<file path="config.mk">
export PLATFORM = sky130hd
export DESIGN_NAME = imm_decode_stage_flat
export DESIGN_NICKNAME = d
export VERILOG_FILES = /design/src/rtl/imm_decode_stage_if.sv /design/src/rtl/imm_decode_stage.sv /design/src/flat_wrapper.sv
export SDC_FILE = /design/constraint.sdc
export NUM_CORES = 1
export LEC_CHECK = 0
export BUFFER_PORTS_ARGS = -buffer_cell sky130_fd_sc_hd__buf_4
export CAP_MARGIN = 15
export CORE_MARGIN = 2
export CORE_UTILIZATION = 49
export CTS_CLUSTER_DIAMETER = 100
export CTS_CLUSTER_SIZE = 40
export DETAILED_ROUTE_END_ITERATION = 12
export MAX_ROUTING_LAYER = met4
export PLACE_DENSITY = 0.73
export SLEW_MARGIN = 30
export SYNTH_ARGS = -nofsm -noshare
export SYNTH_HDL_FRONTEND = slang
export SYNTH_SLANG_ARGS = --single-unit
export TNS_END_PERCENT = 5
</file>
<file path="constraint.sdc">
create_clock -name clk_i -period 1.7 [get_ports clk_i]
set_clock_uncertainty 0.15 [all_clocks]
set_input_delay 0.085 -clock clk_i [delete_from_list [all_inputs] [get_ports clk_i]]
set_output_delay 0.085 -clock clk_i [all_outputs]
set_load 0.01 [all_outputs]
</file>
<file path="src/rtl/imm_decode_stage_if.sv">
// ---------------------------------------------------------------------------
// imm_decode_stage_if
// Handshake and data bundle between fetch, the decode stage and execute.
//
// Upstream (fetch -> decode):
//   in_valid    fetch presents an instruction
//   in_ready    decode can accept (registered in the stage)
//   in_instr    raw 32-bit instruction word
//   in_pc       PC of in_instr
// Downstream (decode -> execute):
//   out_valid   head entry valid
//   out_ready   execute consumes the head entry
//   out_instr   head instruction
//   out_pc      head PC
//   out_sel_imm immediate format code of the head entry
//   out_imm     assembled immediate of the head entry
//   out_illegal head opcode unrecognised
//
// Modports:
//   slave  - the decode stage itself
//   master - the surrounding pipeline (fetch driver plus execute consumer)
// ---------------------------------------------------------------------------
interface imm_decode_stage_if;
  logic        in_valid;
  logic        in_ready;
  logic [31:0] in_instr;
  logic [31:0] in_pc;
  logic        out_valid;
  logic        out_ready;
  logic [31:0] out_instr;
  logic [31:0] out_pc;
  logic [2:0]  out_sel_imm;
  logic [31:0] out_imm;
  logic        out_illegal;

  modport slave (
    input  in_valid, in_instr, in_pc, out_ready,
    output in_ready, out_valid, out_instr, out_pc, out_sel_imm, out_imm,
           out_illegal
  );

  modport master (
    output in_valid, in_instr, in_pc, out_ready,
    input  in_ready, out_valid, out_instr, out_pc, out_sel_imm, out_imm,
           out_illegal
  );
endinterface

</file>
<file path="src/rtl/imm_decode_stage.sv">
// ---------------------------------------------------------------------------
// imm_decode_stage
// Registered RV32 decode stage between fetch and execute. Each accepted
// instruction is classified into an immediate-format select code and its
// 32-bit immediate is assembled and stored with the instruction and PC.
// A two-entry buffer (head H plus skid K) lets in_ready be a pure flop.
//
// Ports:
//   clk_i   single clock, rising edge
//   rst_i   synchronous active-high reset
//   flush_i discard all held entries and any entry offered this cycle
//   bus     imm_decode_stage_if.slave (in_* / out_* handshake and data)
//
// Select codes: 000 U, 001 J, 010 I, 011 B, 100 S, 101 shamt, 110 none,
// 111 unrecognised.
//
// Build option: IMM_ILLEGAL_CHK_EN
//   defined   - unrecognised opcodes and OP-IMM shifts with a bad funct7
//               give sel 111, imm 0 and out_illegal = 1
//   undefined - out_illegal is tied 0; unrecognised opcodes fall back to the
//               U format and bad-funct7 shifts are treated as I format
// ---------------------------------------------------------------------------
module imm_decode_stage (
  input  logic               clk_i,
  input  logic               rst_i,
  input  logic               flush_i,
  imm_decode_stage_if.slave  bus
);

  localparam logic [6:0] OpLui    = 7'b0110111;
  localparam logic [6:0] OpAuipc  = 7'b0010111;
  localparam logic [6:0] OpJal    = 7'b1101111;
  localparam logic [6:0] OpJalr   = 7'b1100111;
  localparam logic [6:0] OpBranch = 7'b1100011;
  localparam logic [6:0] OpLoad   = 7'b0000011;
  localparam logic [6:0] OpStore  = 7'b0100011;
  localparam logic [6:0] OpImm    = 7'b0010011;
  localparam logic [6:0] OpReg    = 7'b0110011;

  localparam logic [2:0] SelU     = 3'b000;
  localparam logic [2:0] SelJ     = 3'b001;
  localparam logic [2:0] SelI     = 3'b010;
  localparam logic [2:0] SelB     = 3'b011;
  localparam logic [2:0] SelS     = 3'b100;
  localparam logic [2:0] SelShamt = 3'b101;
  localparam logic [2:0] SelNone  = 3'b110;
`ifdef IMM_ILLEGAL_CHK_EN
  localparam logic [2:0] SelIll   = 3'b111;
`endif

  typedef enum logic [1:0] {
    EMPTY = 2'd0,
    ONE   = 2'd1,
    TWO   = 2'd2
  } state_e;

  typedef struct packed {
    logic [31:0] instr;
    logic [31:0] pc;
    logic [2:0]  sel;
    logic [31:0] imm;
`ifdef IMM_ILLEGAL_CHK_EN
    logic        illegal;
`endif
  } entry_t;

  state_e state_q, state_d;
  logic   inReady_q;
  entry_t head_q;
  entry_t skid_q;
  entry_t newEntry;
  logic   push;
  logic   pop;

  logic [6:0]  opcode;
  logic [2:0]  funct3;
  logic [6:0]  funct7;
  logic        isShift;
  logic        goodFunct7;
  logic [31:0] immU;
  logic [31:0] immJ;
  logic [31:0] immI;
  logic [31:0] immB;
  logic [31:0] immS;
  logic [31:0] immShamt;

  assign opcode     = bus.in_instr[6:0];
  assign funct3     = bus.in_instr[14:12];
  assign funct7     = bus.in_instr[31:25];
  assign isShift    = (funct3 == 3'b001) || (funct3 == 3'b101);
  // SRAI is the only shift that sets a funct7 bit.
  assign goodFunct7 = (funct7 == 7'b0000000) || (funct7 == 7'b0100000);

  assign immU     = {bus.in_instr[31:12], 12'b0};
  assign immJ     = {{12{bus.in_instr[31]}}, bus.in_instr[19:12],
                     bus.in_instr[20], bus.in_instr[30:21], 1'b0};
  assign immI     = {{20{bus.in_instr[31]}}, bus.in_instr[31:20]};
  assign immB     = {{20{bus.in_instr[31]}}, bus.in_instr[7],
                     bus.in_instr[30:25], bus.in_instr[11:8], 1'b0};
  assign immS     = {{20{bus.in_instr[31]}}, bus.in_instr[31:25],
                     bus.in_instr[11:7]};
  assign immShamt = {27'b0, bus.in_instr[24:20]};

  // Combinational classification of the offered instruction into the entry
  // that will be written if the push happens this cycle.
  always_comb begin
    newEntry       = '0;
    newEntry.instr = bus.in_instr;
    newEntry.pc    = bus.in_pc;
    newEntry.sel   = SelNone;
    newEntry.imm   = '0;
    unique case (opcode)
      OpLui, OpAuipc: begin
        newEntry.sel = SelU;
        newEntry.imm = immU;
      end
      OpJal: begin
        newEntry.sel = SelJ;
        newEntry.imm = immJ;
      end
      OpJalr, OpLoad: begin
        newEntry.sel = SelI;
        newEntry.imm = immI;
      end
      OpBranch: begin
        newEntry.sel = SelB;
        newEntry.imm = immB;
      end
      OpStore: begin
        newEntry.sel = SelS;
        newEntry.imm = immS;
      end
      OpImm: begin
        if (isShift && goodFunct7) begin
          newEntry.sel = SelShamt;
          newEntry.imm = immShamt;
        end else if (isShift) begin
`ifdef IMM_ILLEGAL_CHK_EN
          newEntry.sel     = SelIll;
          newEntry.illegal = 1'b1;
`else
          newEntry.sel = SelI;
          newEntry.imm = immI;
`endif
        end else begin
          newEntry.sel = SelI;
          newEntry.imm = immI;
        end
      end
      OpReg: begin
        newEntry.sel = SelNone;
      end
      default: begin
`ifdef IMM_ILLEGAL_CHK_EN
        newEntry.sel     = SelIll;
        newEntry.illegal = 1'b1;
`else
        newEntry.sel = SelU;
        newEntry.imm = immU;
`endif
      end
    endcase
  end

  assign push = bus.in_valid & inReady_q;
  assign pop  = (state_q != EMPTY) & bus.out_ready;

  // Occupancy next state; flush empties the buffer whatever else happens.
  always_comb begin
    state_d = state_q;
    unique case (state_q)
      EMPTY: if (push) state_d = ONE;
      ONE: begin
        if (push && !pop)      state_d = TWO;
        else if (!push && pop) state_d = EMPTY;
      end
      TWO:     if (pop) state_d = ONE;
      default: state_d = EMPTY;
    endcase
    if (flush_i) state_d = EMPTY;
  end

  // State, registered in_ready and the two entry registers. While TWO the
  // skid holds the younger entry and moves into the head on a pop. Data
  // writes are skipped on flush since nothing survives it anyway.
  always_ff @(posedge clk_i) begin
    if (rst_i) begin
      state_q    <= EMPTY;
      inReady_q  <= 1'b1;
      head_q     <= '0;
      head_q.sel <= SelNone;
      skid_q     <= '0;
      skid_q.sel <= SelNone;
    end else begin
      state_q   <= state_d;
      inReady_q <= (state_d != TWO);
      if (!flush_i) begin
        unique case (state_q)
          EMPTY: if (push) head_q <= newEntry;
          ONE: begin
            if (push && pop) head_q <= newEntry;
            else if (push)   skid_q <= newEntry;
          end
          TWO:     if (pop) head_q <= skid_q;
          default: ;
        endcase
      end
    end
  end

  assign bus.in_ready    = inReady_q;
  assign bus.out_valid   = (state_q != EMPTY);
  assign bus.out_instr   = head_q.instr;
  assign bus.out_pc      = head_q.pc;
  assign bus.out_sel_imm = head_q.sel;
  assign bus.out_imm     = head_q.imm;
`ifdef IMM_ILLEGAL_CHK_EN
  assign bus.out_illegal = head_q.illegal;
`else
  assign bus.out_illegal = 1'b0;
`endif

endmodule
</file>
<file path="src/flat_wrapper.sv">
// flat-port wrapper written by rule: the top's interface ports become plain ports
module imm_decode_stage_flat 
  (clk_i, rst_i, flush_i, bus_in_valid, bus_in_instr, bus_in_pc, bus_out_ready, bus_in_ready, bus_out_valid, bus_out_instr, bus_out_pc, bus_out_sel_imm, bus_out_imm, bus_out_illegal);
  imm_decode_stage_if bus_i ();
  input  logic clk_i;
  input  logic rst_i;
  input  logic flush_i;
  input wire logic [$bits(bus_i.in_valid)-1:0] bus_in_valid;
  input wire logic [$bits(bus_i.in_instr)-1:0] bus_in_instr;
  input wire logic [$bits(bus_i.in_pc)-1:0] bus_in_pc;
  input wire logic [$bits(bus_i.out_ready)-1:0] bus_out_ready;
  output wire logic [$bits(bus_i.in_ready)-1:0] bus_in_ready;
  output wire logic [$bits(bus_i.out_valid)-1:0] bus_out_valid;
  output wire logic [$bits(bus_i.out_instr)-1:0] bus_out_instr;
  output wire logic [$bits(bus_i.out_pc)-1:0] bus_out_pc;
  output wire logic [$bits(bus_i.out_sel_imm)-1:0] bus_out_sel_imm;
  output wire logic [$bits(bus_i.out_imm)-1:0] bus_out_imm;
  output wire logic [$bits(bus_i.out_illegal)-1:0] bus_out_illegal;
  assign bus_i.in_valid = bus_in_valid;
  assign bus_i.in_instr = bus_in_instr;
  assign bus_i.in_pc = bus_in_pc;
  assign bus_i.out_ready = bus_out_ready;
  assign bus_in_ready = bus_i.in_ready;
  assign bus_out_valid = bus_i.out_valid;
  assign bus_out_instr = bus_i.out_instr;
  assign bus_out_pc = bus_i.out_pc;
  assign bus_out_sel_imm = bus_i.out_sel_imm;
  assign bus_out_imm = bus_i.out_imm;
  assign bus_out_illegal = bus_i.out_illegal;
  imm_decode_stage u_core (.clk_i(clk_i), .rst_i(rst_i), .flush_i(flush_i), .bus(bus_i));
endmodule
</file>
==> results.json, run 1 <==
{
  "status": "finished with violations",
  "violations": "setup timing",
  "fmax_mhz": 551.2,
  "grt_antenna_before_repair": 0,
  "finalCritPeriodShare_pct": 106.7,
  "min_from": "bus_in_instr[4]",
  "grt_max_degree": 81,
  "worstPathMaxFanout": 6,
  "grt_util_all_layers_pct": 27.02,
  "holdWs_ps": 23.00,
  "p_per_area_nw_per_um2": 749.3,
  "r2r-end": "u_core.skid_q[33]",
  "gp_congestion": 0.9206,
  "synth-seq-cells": 201,
  "dp_hpwl_um": 15940,
  "finalSetupViolations": 154,
  "hold_class": "in -> reg",
  "r2r-start": "u_core.state_q[1]",
  "cts_tree": "yes",
  "yosysUniqueCellTypes": 53,
  "rsz0062_at_grt": "yes",
  "stdcell_count": 1500,
  "drt_pass1_iterations": 5,
  "synthArstFlopShare_pct": 0,
  "die_height_um": 133.8,
  "clock_sinks": 201,
  "crit_required_ps": 1930,
  "drive_gt1_share_pct": 29.84,
  "area_growth_pct": 45.96,
  "root_buffer": "clkbuf_16",
  "antenna_cells": 0,
  "min_to": "u_core.bus.out_imm[31]",
  "reg2regPathDepth": 7,
  "max_slew.worst_pin.slew_ps": 561.1,
  "drc_errors": 0,
  "relSlewSlack_pct": 62.59,
  "fin_crit_ps": 1814,
  "critPathLaunchType": "flip-flop",
  "vdd.ir_drop.worst_mv": 0.8117,
  "end_kind": "flip-flop",
  "netlist_area_um2": 8257,
  "hold_depth": 5,
  "rrSetupSlack_ps": -110,
  "vias": 8450,
  "cp_top_family": "simple AND/OR/NAND/NOR gates",
  "clk_pin_slew_ps": 140,
  "place_inst": 1404,
  "hold_viol": 0,
  "core_um2": 16520,
  "start_util_pct": 49.97,
  "max_cap_viol_count": 0,
  "worst_slack_ps": -114.3,
  "synth_area_per_cell_um2": 8.055,
  "syn_inst": 1025,
  "grt_overflow": 0,
  "leakagePower_nw": 4.688,
  "grt_pass1_vias": 7596,
  "path_class": "reg -> reg",
  "rows": 47,
  "htreeDepth": 1,
  "synth_enable_flop_cells": 0,
  "synthesis.nets": 1094,
  "crit_arrival_ps": 2050,
  "clock_latency_ps": 480,
  "drv_slew": 0,
  "path_buf_inv": 3,
  "cts_buffers": 9,
  "post_drt_wl_per_cell_um": 17.14,
  "worst_path_max_delay_cell": "dfxtp_2",
  "yosys_warnings": 0,
  "die_w_um": 133.8,
  "seq_area_frac_synth_pct": 48.73,
  "slowest_delay_ps": 360,
  "cts.path.max_buffers": 3,
  "drt_wl_total_um": 25710,
  "first_iter_violations": 596,
  "grt_pass1_wl_um": 38740,
  "die_area_um2": 17910,
  "nNetsFinal": 1349,
  "ant_nets": 0,
  "crit_chain": "and4bb_2 -> buf_6 -> nor2b_4 -> buf_12 -> clkbuf_16 -> a31oi_1 -> or2_2",
  "portBuffers": 169,
  "synth_ff_type": "dfxtp_1",
  "boundaryPins": 171,
  "viasPerCell": 5.633
}
==> routing by layer <==
layer	wire length [um]	up-vias	GRT usage, %
met1	11110	4026	36.27
met2	12500	312	44.36
met4	492	0	6.324
li1	-	4074	-
met5	0	-	-
met3	1608	38	2.683
==> final cells by class <==
class | count | area (um^2)
multi-input combinational | 724 | 4214
tap | 220 | 275.3
sequential | 201 | 4028
timing repair buffer | 340 | 3253
clock inverter | 2 | 41.29
clock buffer | 9 | 225.2
fill | 1212 | 4473
inverter | 4 | 15.01
==> flip-flops by register name, summed over array words and instances, names as in the netlist <==
| register | cells |
|---|---|
| u_core.bus.in_ready | 1 |
| u_core.bus.out_pc | 32 |
| u_core.state_q | 2 |
| u_core.bus.out_instr | 32 |
| u_core.bus.out_sel_imm | 3 |
| u_core.skid_q | 99 |
| u_core.bus.out_imm | 32 |
==> how the worst max path moves through the flow <==
stage / startpoint / endpoint / slack [ps] / depth (start not counted)
CTS: u_core.state_q[1] / u_core.skid_q[4] / -110 / 7
detailed placement: bus_in_instr[1] / u_core.skid_q[26] / -160 / 6
global placement: bus_in_instr[1] / u_core.skid_q[25] / -70 / 6
floorplan: u_core.state_q[1] / u_core.bus.out_imm[11] / -10 / 7
finish: u_core.state_q[1] / u_core.skid_q[33] / -110 / 7
global route: u_core.state_q[1] / u_core.skid_q[24] / -190 / 8
==> tightest hold or removal path: stages <==
cell and delay [ps]:
buf_4 80, buf_4 130, a31oi_1 80, a211oi_1 160, nor3_1 70
==> Yosys cell counts, types with 2 or more instances <==
master | number | share of area [%]
nand2_1 | 289 | 13
dfxtp_1 | 201 | 49
nor2_1 | 102 | 4.6
a21oi_1 | 91 | 5.5
clkbuf_1 | 67 | 3.0
a311oi_1 | 64 | 6.8
a211oi_1 | 31 | 2.8
nand3_1 | 27 | 1.6
buf_2 | 22 | 1.3
a21boi_0 | 13 | 1.2
o21ai_0 | 13 | 0.79
o22ai_1 | 13 | 0.99
a221oi_2 | 8 | 1.5
o211ai_1 | 7 | 0.64
a31oi_1 | 5 | 0.38
buf_1 | 5 | 0.23
nand3b_1 | 5 | 0.45
nand4b_1 | 5 | 0.53
a22oi_1 | 4 | 0.36
inv_1 | 4 | 0.18
nand2b_1 | 4 | 0.30
nor2b_1 | 3 | 0.23
nor3_1 | 3 | 0.18
or3_1 | 3 | 0.23
and2_1 | 2 | 0.15
and3_1 | 2 | 0.15
and4bb_2 | 2 | 0.30
nand4_1 | 2 | 0.15
nor2_2 | 2 | 0.15
nor4_1 | 2 | 0.15
or2_2 | 2 | 0.15
==> cell families (layout without fill, tap and decap cells) <==
logic type	Yosys count	in the layout	share of synthesized area, %
other cells	1	1	0.04542
compound gates	260	260	22.56
flops	201	201	48.73
simple gates	461	461	23.41
mux	1	1	0.1212
xor+xnor	1	1	0.1061
buf+inv	100	355	5.016
==> through the flow <==
| stage | worst slack [ps] | power (mW) | TNS [ps] | util, % | area, um^2 |
|---|---|---|---|---|---|
| after floorplan | -11.49 | 5.640 | -532.9 | - | 8264 |
| final | -114.3 | 9.031 | -6912 | 72.93 | 12050 |
| after global routing | -191.6 | 9.350 | -21910 | 72.93 | 12050 |
| after CTS | -114.2 | 9.013 | -5175 | 70.24 | 11610 |
| after detailed placement | -158.3 | 6.324 | -4459 | 62.80 | 10380 |
| after global placement | -66.25 | 6.311 | -2182 | 62.80 | 10380 |
==> where the power goes <==
group | switching [mW] | internal (mW)
combinational | 0.738 | 0.755
sequential | 0.106 | 4.88
clock | 1.53 | 1.02
==> layout by cell type (no fill, tap or decap), drive strengths merged, types with 2 or more instances in the layout <==
master / n
nand2: 289
buf: 262
dfxtp: 201
nor2: 104
a21oi: 91
dlygate4sd3: 70
a311oi: 64
a211oi: 32
nand3: 27
clkbuf: 17
o22ai: 13
a21boi: 13
o21ai: 13
a221oi: 10
o211ai: 7
a31oi: 5
nand3b: 5
nand4b: 5
inv: 5
nand2b: 5
a22oi: 4
or2: 3
nor2b: 3
or3: 3
nor3: 3
and4bb: 2
nand4: 2
and2: 2
and3: 2
nor4: 2
==> what timing repair did <==
action / in CTS / in global routing
gates cloned: 1 / 8
hold buffers: 70 / 0
resized for setup: 59 / 60
pin swaps: 60 / 40
setup endpoints to repair: 152 / 191
endpoints found under the hold margin: 195 / 0
buffers inserted: 3 / 3
No activity file was read; power rests on OpenSTA's default activity.
==> run 2: changes to the inputs <==
- CORE_UTILIZATION: 49 -> 59
- PLACE_DENSITY: 0.73 -> 0.83
- clock period: 1.7 -> 2.3 ns (I/O delays scaled with it)
==> results.json, run 2 (synthesis gave the netlist of run 1 again) <==
{
  "leakagePower_nw": 4.071,
  "finalSetupViolations": 0,
  "final_cell_mix": "nand2_1 (289), dfxtp_1 (201), buf_4 (183)",
  "critPathLaunchType": "flip-flop",
  "stdcell_count": 1382,
  "drive_gt1_share_pct": 19.05,
  "holdWs_ps": 245.1,
  "worstPathMaxFanout": 24,
  "place_ws_ps": 296.0,
  "first_iter_violations": 801,
  "drt_pass1_iterations": 7,
  "htreeDepth": 1,
  "n_fill_cell": 992,
  "rrSetupSlack_ps": 170,
  "crit_arrival_ps": 2350,
  "fmax_mhz": 470.4,
  "drv_slew": 0,
  "vdd.ir_drop.worst_mv": 0.7614,
  "r2r-start": "u_core.state_q[1]",
  "dp_hpwl_um": 14240,
  "hold_class": "in -> reg",
  "grt_pass1_wl_um": 36300,
  "core_um2": 13770,
  "fin_setup_tns_ps": 0,
  "max_cap_viol_count": 0,
  "largest_reg_flops": 99,
  "final_common_cell": "nand2_1",
  "multi_input_area_um2": 3850,
  "area_growth_pct": 28.94,
  "portBuffers": 169,
  "grt_max_degree": 132,
  "grt_pass1_vias": 7250,
  "rsz0062_at_grt": "no",
  "total_power_mw": 6.622,
  "min_to": "u_core.state_q[1]",
  "fin_util_pct": 77.30,
  "cts_buffers": 9,
  "hold_depth": 3,
  "antenna_cells": 0,
  "vias": 8102,
  "clock_latency_ps": 470,
  "drc_errors": 0,
  "max_slew.worst_pin.slew_ps": 764.9,
  "rows": 43,
  "start_util_pct": 59.95,
  "regArea_um2": 4024,
  "worst_slack_ps": 174.3,
  "hold_viol": 0,
  "status": "finished, final reports clean",
  "nNetsFinal": 1270,
  "largest_register": "u_core.skid_q",
  "end_kind": "flip-flop",
  "min_from": "bus_out_ready",
  "clk_pin_slew_ps": 140,
  "place_area_um2": 9659,
  "finalCritPeriodShare_pct": 92.42,
  "ant_nets": 0,
  "boundaryPins": 171,
  "die_area_um2": 14960,
  "relSlewSlack_pct": 49.00,
  "die_w_um": 122.3,
  "cts_tree": "yes",
  "cts.path.max_buffers": 3,
  "crit_required_ps": 2520,
  "path_class": "reg -> reg",
  "r2r-end": "u_core.bus.out_pc[10]",
  "p_per_area_nw_per_um2": 622.0,
  "gp_congestion": 0.9173,
  "place_inst": 1301,
  "reg2regPathDepth": 5,
  "grt_antenna_before_repair": 0,
  "post_drt_wl_per_cell_um": 16.64,
  "die_height_um": 122.3,
  "viasPerCell": 5.863,
  "fin_crit_ps": 2126,
  "grt_util_all_layers_pct": 30.52,
  "clock_sinks": 201,
  "stdcell_area_um2": 10650,
  "drt_wl_total_um": 22990,
  "grt_overflow": 0,
  "root_buffer": "clkbuf_16"
}
## run 2: cell count changes in the layout (fill, tap and decap cells not counted), sizes merged
| cell | change |
|---|---|
| bufinv | +1 |
| clkbuf | -8 |
| buf | -70 |
| dlygate4sd3 | -1 |
## run 2: layer usage
layer | GRT usage [%] | share of wire, % | vias up
met1 | 39.82 | 42 | 3821
met3 | 4.786 | 7.1 | 43
met4 | 9.052 | 2.1 | 0
met2 | 49.24 | 48 | 340
met5 | - | 0 | -
li1 | - | - | 3898
## run 2: timing repair
action | CTS | global route
setup buffers | 0 | 0
resized for setup | 0 | 0
endpoints found under the hold margin | 197 | 0
hold buffers | 69 | 0
## run 2: power by group
group | internal [mW] | leakage, nW | switching [mW]
combinational | 0.446 | 2.29 | 0.480
clock | 0.868 | 0.143 | 1.14
sequential | 3.61 | 1.64 | 0.0760
## run 2: cell type report
cell class	instances	share of cell area (%)
flip-flops and latches	201	37.80
multi-input cells	724	36.16
repair buffers	261	21.00
clock buffers	9	2.115
well taps	180	2.115
clock inverters	3	0.6699
inverters	4	0.1410
## run 2: how the worst max path moves through the flow
stage,cells after the start,startpoint,endpoint
floorplan,6,u_core.state_q[1],u_core.bus.out_imm[11]
detailed placement,5,u_core.state_q[1],u_core.bus.out_pc[5]
global placement,7,bus_in_instr[4],u_core.bus.out_imm[17]
CTS,8,bus_in_instr[4],u_core.bus.out_imm[16]
global route,7,bus_in_instr[3],u_core.bus.out_imm[7]
finish,5,u_core.state_q[1],u_core.bus.out_pc[10]
## run 2: worst max-delay path, stage by stage (launching register included)
cell and delay, ps:
dfxtp_1 380, and4bb_2 370, a32o_4 360, buf_4 320, nor2_1 90, a311oi_1 340
==> run 3: changes to the inputs <==
- CORE_MARGIN: 2 -> unset
==> results.json, run 3 (synthesis gave the netlist of run 1 again) <==
{
  "htreeDepth": 1,
  "die_w_um": 120.3,
  "portBuffers": 169,
  "grt_overflow": 0,
  "root_buffer": "clkbuf_16",
  "die_height_um": 120.3,
  "rows": 42,
  "final_common_cell": "nand2_1",
  "rsz0062_at_grt": "no",
  "max_cap_viol_count": 0,
  "ant_nets": 0,
  "finalCritPeriodShare_pct": 96.56,
  "hold_class": "in -> reg",
  "cts_tree": "yes",
  "clock_sinks": 201,
  "end_kind": "flip-flop",
  "finalSetupViolations": 0,
  "viasPerCell": 5.928,
  "fin_setup_tns_ps": 0,
  "start_util_pct": 61.37,
  "hold_viol": 0,
  "clock_latency_ps": 470,
  "grt_pass1_vias": 7423,
  "status": "finished, final reports clean",
  "drc_errors": 0,
  "drive_gt1_share_pct": 19.22,
  "crit_required_ps": 2530,
  "vias": 8199,
  "drv_slew": 0,
  "clk_pin_slew_ps": 140,
  "max_slew.worst_pin.slew_ps": 640.1,
  "path_class": "reg -> reg",
  "worstPathMaxFanout": 92,
  "post_drt_wl_per_cell_um": 16.84,
  "leakagePower_nw": 4.113,
  "drt_pass1_iterations": 5,
  "fmax_mhz": 450.3,
  "critPathLaunchType": "flip-flop",
  "nNetsFinal": 1275,
  "boundaryPins": 171,
  "p_per_area_nw_per_um2": 607.4,
  "grt_util_all_layers_pct": 31.83,
  "vdd.ir_drop.worst_mv": 0.4714,
  "final_cell_mix": "nand2_1 (289), dfxtp_1 (201), buf_4 (183)",
  "die_area_um2": 14470,
  "antenna_cells": 0,
  "crit_arrival_ps": 2450,
  "grt_max_degree": 93,
  "n_fill_cell": 933,
  "grt_antenna_before_repair": 0,
  "drt_wl_total_um": 23290,
  "total_power_mw": 6.508,
  "largest_reg_flops": 99,
  "fin_crit_ps": 2221,
  "core_um2": 13450,
  "cts.path.max_buffers": 3,
  "largest_register": "u_core.skid_q",
  "grt_pass1_wl_um": 36750,
  "cts_buffers": 9,
  "dp_hpwl_um": 13780,
  "relSlewSlack_pct": 57.32,
  "area_growth_pct": 29.76,
  "first_iter_violations": 750,
  "gp_congestion": 0.8967
}
==> run 3: changes by cell type in the layout (fill, tap and decap cells not counted) <==
cell           previous run  this run
nand2b_4                  1         2
inv_8                     1         0
clkinv_8                  0         1
nand2b_2                  2         1
buf_12                    8        10
dlygate4sd3_1            69        71
clkinvlp_4                0         1
clkbuf_16                 9        10
bufinv_16                 1         0
==> run 3: routing by layer <==
layer,vias up,track usage [%],part of all wire [%]
met5,-,-,0
met4,0,10.03,2.6
met3,53,3.302,7.3
met2,384,51.47,48
met1,3850,42.14,42
li1,3912,-,-
==> run 3: timing repair <==
item                                    4_1_cts  5_1_grt
hold buffers                                 71        0
endpoints found under the setup margin        0        2
gates resized for setup                       0        1
setup buffers                                 0        2
endpoints found under the hold margin       194        0
==> run 3: area by class of cell <==
class	instances	area [um^2]	share of cell area, %
clock inverters	3	53.80	0.5022
repair buffers	266	2321	21.66
multi-input cells	724	3855	35.98
inverters	4	15.01	0.1401
clock buffers	9	225.2	2.102
well taps	176	220.2	2.055
flip-flops and latches	201	4024	37.56
==> run 3: power by group <==
group	switching [mW]	total, mW	leakage [nW]	internal [mW]
Combinational	0.485	0.936	2.35	0.451
Sequential	0.0750	3.68	1.64	3.61
Clock	1.13	1.89	0.129	0.759
Total	1.69	6.51	4.11	4.82
==> run 3: critical path, stage by stage, from the launching register on <==
cell and delay, ps:
dfxtp_1 440, nor2b_4 240, buf_12 390, a21oi_1 80, nor4_1 160, dlygate4sd3_1 600
inv_1 40
==> run 3: through the flow <==
step / cells / utilization (%) / cell area (um^2) / hold WS (ps) / setup WS, ps
after floorplan: 1025 / - / 8257 / 41.15 / 512.3
after global placement: 1297 / 71.95 / 9679 / 170.8 / 355.3
after detailed placement: 1297 / 71.95 / 9679 / 172.2 / 314.8
after CTS: 1380 / 79.31 / 10670 / 282.2 / 12.20
after global routing: 1383 / 79.64 / 10710 / 253.4 / 2.025
final: 1383 / 79.64 / 10710 / 224.8 / 79.22
==> run 3: worst paths after layout <==
kind,slack (ps),from,cells past startpoint,endpoint
max reg2reg,80,u_core.state_q[1],6,u_core.bus.in_ready
min,220,bus_in_valid,5,u_core.skid_q[5]
min reg2reg,310,u_core.skid_q[72],2,u_core.skid_q[72]
max,80,u_core.state_q[1],6,u_core.bus.in_ready
